<file path="config.mk">
export PLATFORM = sky130hd
export DESIGN_NAME = pipe_stage_ctrl
export DESIGN_NICKNAME = d
export VERILOG_FILES = /design/src/rtl/pipe_stage_ctrl.sv
export SDC_FILE = /design/constraint.sdc
export NUM_CORES = 1
export LEC_CHECK = 0
export CAP_MARGIN = 20
export CELL_PAD_IN_SITES_DETAIL_PLACEMENT = 0
export CELL_PAD_IN_SITES_GLOBAL_PLACEMENT = 1
export CORE_ASPECT_RATIO = 1.4
export CORE_MARGIN = 1
export CORE_UTILIZATION = 12
export DETAILED_ROUTE_END_ITERATION = 12
export GPL_TIMING_DRIVEN = 0
export PLACE_DENSITY_LB_ADDON = 0.2
export SLEW_MARGIN = 20
export SYNTH_ARGS = -nofsm -noshare
export SYNTH_HDL_FRONTEND = slang
export SYNTH_SLANG_ARGS = --single-unit
</file>
<file path="constraint.sdc">
create_clock -name clock -period 2 [get_ports clock]
set_input_delay 0.6 -clock clock [delete_from_list [all_inputs] [get_ports clock]]
set_output_delay 0.6 -clock clock [all_outputs]
set_load 0.03 [all_outputs]
</file>
<file path="src/rtl/pipe_stage_ctrl.sv">
// Pipeline sequencing controller: fill/flush of STAGES stages, branch redirect, stop halt.
// Optional taken-branch counter is built when PIPE_STAGE_CTRL_BRANCH_STATS_EN is defined.
module pipe_stage_ctrl #(
    parameter int STAGES   = 4,
    parameter int IRW      = 8,
    parameter int BR_STAGE = 2,
    parameter int CNTW     = 16
) (
    input  logic                    clock,
    input  logic                    reset,
    input  logic                    N,
    input  logic                    Z,
    input  logic                    stall,
    input  logic [STAGES*IRW-1:0]   ir_bus,
    output logic [STAGES-1:0]       ir_load,
    output logic [STAGES-1:0]       stage_en,
    output logic                    branch,
    output logic                    halted,
    output logic [CNTW-1:0]         branch_count
);

    localparam int             FW       = $clog2(STAGES);
    localparam logic [FW-1:0]  FILL_MAX = FW'(STAGES - 1);

    typedef enum logic [3:0] {
        OP_LOAD  = 4'd0,
        OP_STOP  = 4'd1,
        OP_STORE = 4'd2,
        OP_BZ    = 4'd5,
        OP_BNZ   = 4'd9,
        OP_NOP   = 4'd10,
        OP_BPZ   = 4'd13
    } opcode_e;

    logic [3:0]    opcode [STAGES];
    logic [3:0]    br_op;
    logic          br_is_branch;
    logic          br_taken;
    logic [FW-1:0] fill;
    logic [FW-1:0] fill_next;
    logic          unused_ir_bits;

    // Only the opcode nibble of each IR is decoded here; the operand bits pass through the datapath.
    assign unused_ir_bits = ^ir_bus;

    always_comb begin
        for (int k = 0; k < STAGES; k++) begin
            opcode[k] = ir_bus[k*IRW +: 4];
        end
    end

    assign br_op        = opcode[BR_STAGE];
    assign br_is_branch = (br_op == OP_BZ) || (br_op == OP_BNZ) || (br_op == OP_BPZ);

    always_comb begin
        // NOTE: every comb output gets a default first so no path leaves it unassigned (no latch).
        br_taken = 1'b0;
        case (br_op)
            OP_BPZ:  br_taken = ~N;
            OP_BZ:   br_taken = Z;
            OP_BNZ:  br_taken = ~Z;
            default: br_taken = 1'b0;
        endcase
    end

    assign branch = br_taken && !stall && !reset && stage_en[BR_STAGE];

    // State register for the fill counter.
    always_ff @(posedge clock) begin
        // NOTE: sequential state uses non-blocking assignments so all registers update together.
        if (reset) begin
            fill <= '0;
        end else begin
            fill <= fill_next;
        end
    end

    // Next-state: a taken branch flushes, a stall holds, otherwise fill saturates upward.
    always_comb begin
        fill_next = fill;
        if (branch) begin
            fill_next = '0;
        end else if (!stall && fill != FILL_MAX) begin
            fill_next = fill + FW'(1);
        end
    end

    // Output decode of the fill state.
    always_comb begin
        for (int k = 0; k < STAGES; k++) begin
            stage_en[k] = (int'(fill) >= k);
        end
    end

    always_comb begin
        ir_load = '0;
        if (reset) begin
            ir_load = '1;
        end else if (stall) begin
            ir_load = '0;
        end else if (br_is_branch) begin
            ir_load = '1;
        end else begin
            for (int k = 0; k < STAGES; k++) begin
                ir_load[k] = (opcode[k] != OP_STOP);
            end
        end
    end

    always_ff @(posedge clock) begin
        if (reset) begin
            halted <= 1'b0;
        end else if (opcode[STAGES-1] == OP_STOP && stage_en[STAGES-1]) begin
            halted <= 1'b1;
        end
    end

`ifdef PIPE_STAGE_CTRL_BRANCH_STATS_EN
    always_ff @(posedge clock) begin
        if (reset) begin
            branch_count <= '0;
        end else if (branch && branch_count != '1) begin
            branch_count <= branch_count + CNTW'(1);
        end
    end
`else
    assign branch_count = '0;
`endif

endmodule

</file>
==> results.toml, run 1 <==
[run_status]
status = "complete, but fails checks"
violations = "setup timing"

[clock_network]
hold_buffers = 0
h-tree-depth = 1
cts_sinks = 3
cts_root_buf = "clkbuf_8"
clock_insertion_delay_worst_skew_ps = 220
path_clk_slew_ps = 30
cts_buffers = 3
clockBufferDepth = 2
tritoncts = "done"

[power]
p_total_w = 0.000470
p_leak_nw = 0.499
p_per_area_nw_per_um2 = 483
vdd_drop_max_v = 0.000364

[logic_synthesis]
synth-seq-cells = 3
yosysTopAreaCellShare = 0.287
synth.area.top_cells = "buf_4 (29%), dfxtp_1 (13%), ha_1 (8.4%)"
ys_types = 20
netlist_top_cells_count = "buf_4 (17), inv_1 (4)"
synth-main-ff-cell = "dfxtp_1"
synthesis.area_um2 = 445
ys_warn_count = 0
synth-edff-count = 0
synth_area_per_cell_um2 = 8.10
yosysSeqAreaShare = 0.135
yosysTopAreaCell = "buf_4"
syn-instance-count = 55
synth.most_common_cell = "buf_4"
async_flop_share = 0

[global_route]
use_met2 = 0.138
grt.busiest_layer = "met2"
grt_usage = 0.0703
grt_max_degree = 9
grt_pass1_wl_um = 1990
grt.met1_usage = 0.0618
grt_pass1_vias = 497
antenna_found_initial = 0
overflow = 0
grt_use_met3 = 0.0204

[die]
die-area_um2 = 3960
initial_core_util = 0.128
core_um2 = 3470
io_pins = 63
die_h_um = 74.1
placementRows = 25
die_x_um = 53.5

[worst_setup_path]
r2r_slack_ps = 620
slowest_stage = "a2111oi_4"
crit_required_ps = 1400
cpMostUsedCell = "buf_6"
worst_setup_path_start_kind = "input pin"
slowest_delay_ps = 320
crit_fanout = 2
crit_path_cell_trace = "buf_6, mux2_4, a2111oi_4, nor2b_4, buf_6"
critPathArrivalTime_ps = 1640
critPathKind = "in2out"
critPathBufInv = 2
worst_setup_path_end_kind = "output pin"
path_delay_family = "compound AO/OA/AOI/OAI gates"

[placement]
routabilityCongestion = 0.606
placedCellCount = 139
dp_slack_ps = -1230
portBuffers = 29
dp_hpwl_um = 1060

[final_layout]
finalNonFillerCells = 146
drive_above_1_share = 0.594
antenna_cells = 0
nets = 147
syn2layout_area_growth_pct = 118

[timing]
period_share = 1.12
rsz0062_at_grt = "yes"
fmax_mhz = 446
fin_ws_ps = -245
maxSlewViolCount = 0
period_needed_ps = 2240
final_hold_viol_count = 0
finalClockSkew_ps = 0.104
finalSetupViolCount = 1

[routing]
firstDrtPassIters = 1
viasPerCell = 3.53
ant_nets = 0
drtIter0Drc = 0
dr_total_vias = 516
wl_um = 1370
wl_per_cell_um = 9.37
drc = 0

[hold_path]
hp-class = "reg2reg"

[job]
cap_viol_max_count = 0
## sequential cells by signal, summed over array words and instances, names as in the netlist
signal	count
fill	2
halted	1
## kinds of logic (layout without fill, tap and decap cells)
kind of cell / after synthesis / count (layout) / share of synthesized area
AO/OA/AOI/OAI: 10 / 10 / 0.191
XOR/XNOR: 1 / 1 / 0.0197
adder cells (fa/ha/maj): 3 / 3 / 0.0843
buffers and inverters: 21 / 57 / 0.320
flip-flops: 3 / 3 / 0.135
multiplexers: 2 / 2 / 0.0562
other: 2 / 17 / 0.0169
AND/OR/NAND/NOR: 13 / 13 / 0.177
## worst reg2reg max path, cell delays in order, from the launching register on
cell       delay [ps]
dfxtp_2           390
ha_1              230
o21bai_4           70
a2111oi_4         350
buf_4             180
nor3_1             50
## what timing repair did
action | in CTS | in global routing
pin swaps | 9 | 6
endpoints found under the setup margin | 8 | 6
gates resized for setup | 127 | 16
buffers inserted | 3 | 0
hold endpoints to repair | 0 | 0
## cell usage in the layout (no fill, tap or decap), types with 4 or more instances in the layout
master	netlist	layout
buf_6	0	13
conb_1	2	17
inv_1	4	4
clkbuf_2	0	4
buf_2	0	7
buf_4	17	19
## metal layers
| metal | share of wire | wire [µm] |
|---|---|---|
| met4 | 0.0051 | 7 |
| met1 | 0.33 | 455 |
| met2 | 0.54 | 734 |
| met5 | 0 | 0 |
| met3 | 0.13 | 171 |
## final cells by class
cell class | instances | area [µm²]
Buffer | 17 | 128
Clock buffer | 4 | 45.0
Fill cell | 381 | 2500
Inverter | 4 | 15.0
Multi-Input combinational cell | 46 | 385
Sequential cell | 3 | 62.6
Tap cell | 40 | 50.0
Timing Repair Buffer | 32 | 287
## stage by stage
stage	utilization	hold slack, ps	setup TNS, ps	instance area, µm²
3_3_place_gp	0.245	457	-5010	850
2_1_floorplan	-	536	-112	509
3_5_place_dp	0.245	463	-5030	850
6_report	0.280	469	-245	972
4_1_cts	0.278	477	-299	965
5_1_grt	0.280	502	-370	972
## power breakdown
part | switching, W | internal, W | total, W | leakage (nW)
Combinational | 0.000121 | 0.0000989 | 0.000220 | 0.451
Sequential | 0.00000691 | 0.0000662 | 0.0000731 | 0.0253
Clock | 0.0000407 | 0.000136 | 0.000177 | 0.0228
## worst paths after layout
kind	from	to	depth (start not counted)
worst max-delay path	Z	branch	5
worst max register to register	fill[1]	fill[0]	5
worst min-delay path	halted	halted	2
worst min register to register	halted	halted	2
Note: power is estimated with default switching activity, not from simulation.
==> run 2, diff against run 1 <==
Settings changed: SLEW_MARGIN 20 to unset.
==> results of run 2 <==
Final layout, timing and power as in run 1 (identical DEF).
==> run 3, diff against run 2 <==
Settings changed: PLACE_DENSITY_LB_ADDON 0.2 to 0.15.
==> run 3 against run 2 <==
The flow still finishes with violations (setup timing). Design area decreased by 2.7%. Register-to-register slack improved by 20 ps. Global-route usage decreased by 0.45 points. Fmax increased by 0.37%. Sequential cell count unchanged. Cell count unchanged. Sequential power decreased by 0.5%. Power decreased by 2.2%. Wire length decreased by 5.3%. First-iteration DRC count increased by 2. Sequential share of layout area about the same. Critical endpoint unchanged.
==> results.toml, run 3 (synthesized netlist as in run 1, its figures left out) <==
[hold_path]
min_from = "halted"
hp-class = "reg2reg"

[clock_network]
hold_buffers = 0
clock_insertion_delay_worst_skew_ps = 210
clockBufferDepth = 2
cts_root_buf = "clkbuf_8"
h-tree-depth = 1
tritoncts = "done"
path_clk_slew_ps = 30
cts_buffers = 3
cts_sinks = 3

[job]
cap_viol_max_count = 0

[worst_setup_path]
startpoint = "Z"
r2r_slack_ps = 640
crit_fanout = 2
crit_path_cell_trace = "buf_6, mux2_4, a2111oi_4, nor2b_4, buf_6"
critPathCapture = "branch"
worst_setup_path_end_kind = "output pin"
slowest_delay_ps = 310
critPathKind = "in2out"
timing.rr.start = "fill[1]"
critPathArrivalTime_ps = 1640
worst_setup_path_start_kind = "input pin"
slowest_stage = "a2111oi_4"
reg2reg_to = "fill[1]"
r2r_cells = 5
crit_required_ps = 1400
cpMostUsedCell = "buf_6"

[placement]
routabilityCongestion = 0.577
portBuffers = 29
placedCellCount = 139
dp_slack_ps = -1240
dp_hpwl_um = 1080

[die]
die-area_um2 = 3960
die_x_um = 53.5
die_h_um = 74.1
initial_core_util = 0.128
io_pins = 63
core_um2 = 3470
placementRows = 25

[final_layout]
final_common_cell = "buf_4"
drive_above_1_share = 0.557
multiInputGateArea_um2 = 379
largest_reg_flops = 2
antenna_cells = 0
top_regs = "fill (2), halted (1)"
finalNonFillerCells = 146
syn2layout_area_growth_pct = 112
final_cell_mix = "buf_4 (19), conb_1 (17), buf_6 (11)"
top_register = "fill"
fill_cells = 396
nets = 147
seqCellArea_um2 = 61.3

[routing]
dr_total_vias = 498
wl_per_cell_um = 8.87
wl_um = 1300
viasPerCell = 3.41
drc = 0
ant_nets = 0
firstDrtPassIters = 2
drtIter0Drc = 2

[timing]
finalClockSkew_ps = 0.568
fmax_mhz = 447
period_share = 1.12
final_hold_viol_count = 0
period_needed_ps = 2240
rsz0062_at_grt = "yes"
maxSlewViolCount = 0
finalSetupViolCount = 1
fin_ws_ps = -236
hold_ws_ps = 470

[run_status]
status = "complete, but fails checks"
violations = "setup timing"

[power]
p_leak_nw = 0.484
p_per_area_nw_per_um2 = 486
vdd_drop_max_v = 0.000416

[global_route]
grt_pass1_vias = 435
grt_pass1_wl_um = 1910
grt_usage = 0.0658
overflow = 0
antenna_found_initial = 0
grt_max_degree = 9
## run 3: area by class of cell
cell class | count | area share
plain buffers | 17 | 0.135
clock buffers | 4 | 0.0476
inverters | 4 | 0.0159
multi-input cells | 46 | 0.401
flip-flops and latches | 3 | 0.0648
well taps | 40 | 0.0529
repair buffers | 32 | 0.283
## run 3: per-layer routing
| metal | GRT usage | share of wire | up-vias |
|---|---|---|---|
| met5 | 0 | 0 | - |
| met1 | 0.0692 | 0.34 | 211 |
| met3 | 0.0389 | 0.16 | 0 |
| met2 | 0.114 | 0.50 | 34 |
| li1 | - | - | 253 |
| met4 | 0.00877 | 0 | 0 |
## run 3: worst min path at each step
stage / end / slack (ps) / depth (start not counted)
after global placement: halted / 460 / 2
after floorplan: fill[0] / 540 / 2
after CTS: halted / 480 / 2
after detailed placement: halted / 460 / 2
final: halted / 470 / 2
after global routing: halted / 510 / 2
## run 3: critical path, delay by kind of cell
family / cells / cell delay (ps)
simple gates: 1 / 210
buf+inv: 2 / 220
mux: 1 / 300
compound gates: 1 / 310
## run 3: per-stage QoR
stage               utilization  setup TNS, ps  area, µm²  power [W]
floorplan                     -           -112        509   0.000205
global placement          0.245          -5020        850   0.000282
detailed placement        0.245          -5040        850   0.000283
CTS                       0.272           -305        943   0.000466
global route              0.272           -358        946   0.000492
finish                    0.272           -236        946   0.000459
## run 3: power breakdown
| part | internal, W | total [W] | switching (W) |
|---|---|---|---|
| registers | 0.0000656 | 0.0000727 | 0.00000706 |
| logic | 0.0000941 | 0.000213 | 0.000119 |
| clock network | 0.000136 | 0.000174 | 0.0000381 |
## run 3: what timing repair did
| action | 4_1_cts | 5_1_grt |
|---|---|---|
| setup buffers | 3 | 0 |
| gates resized for setup | 127 | 9 |
| endpoints found under the setup margin | 8 | 5 |
| pin swaps | 10 | 1 |
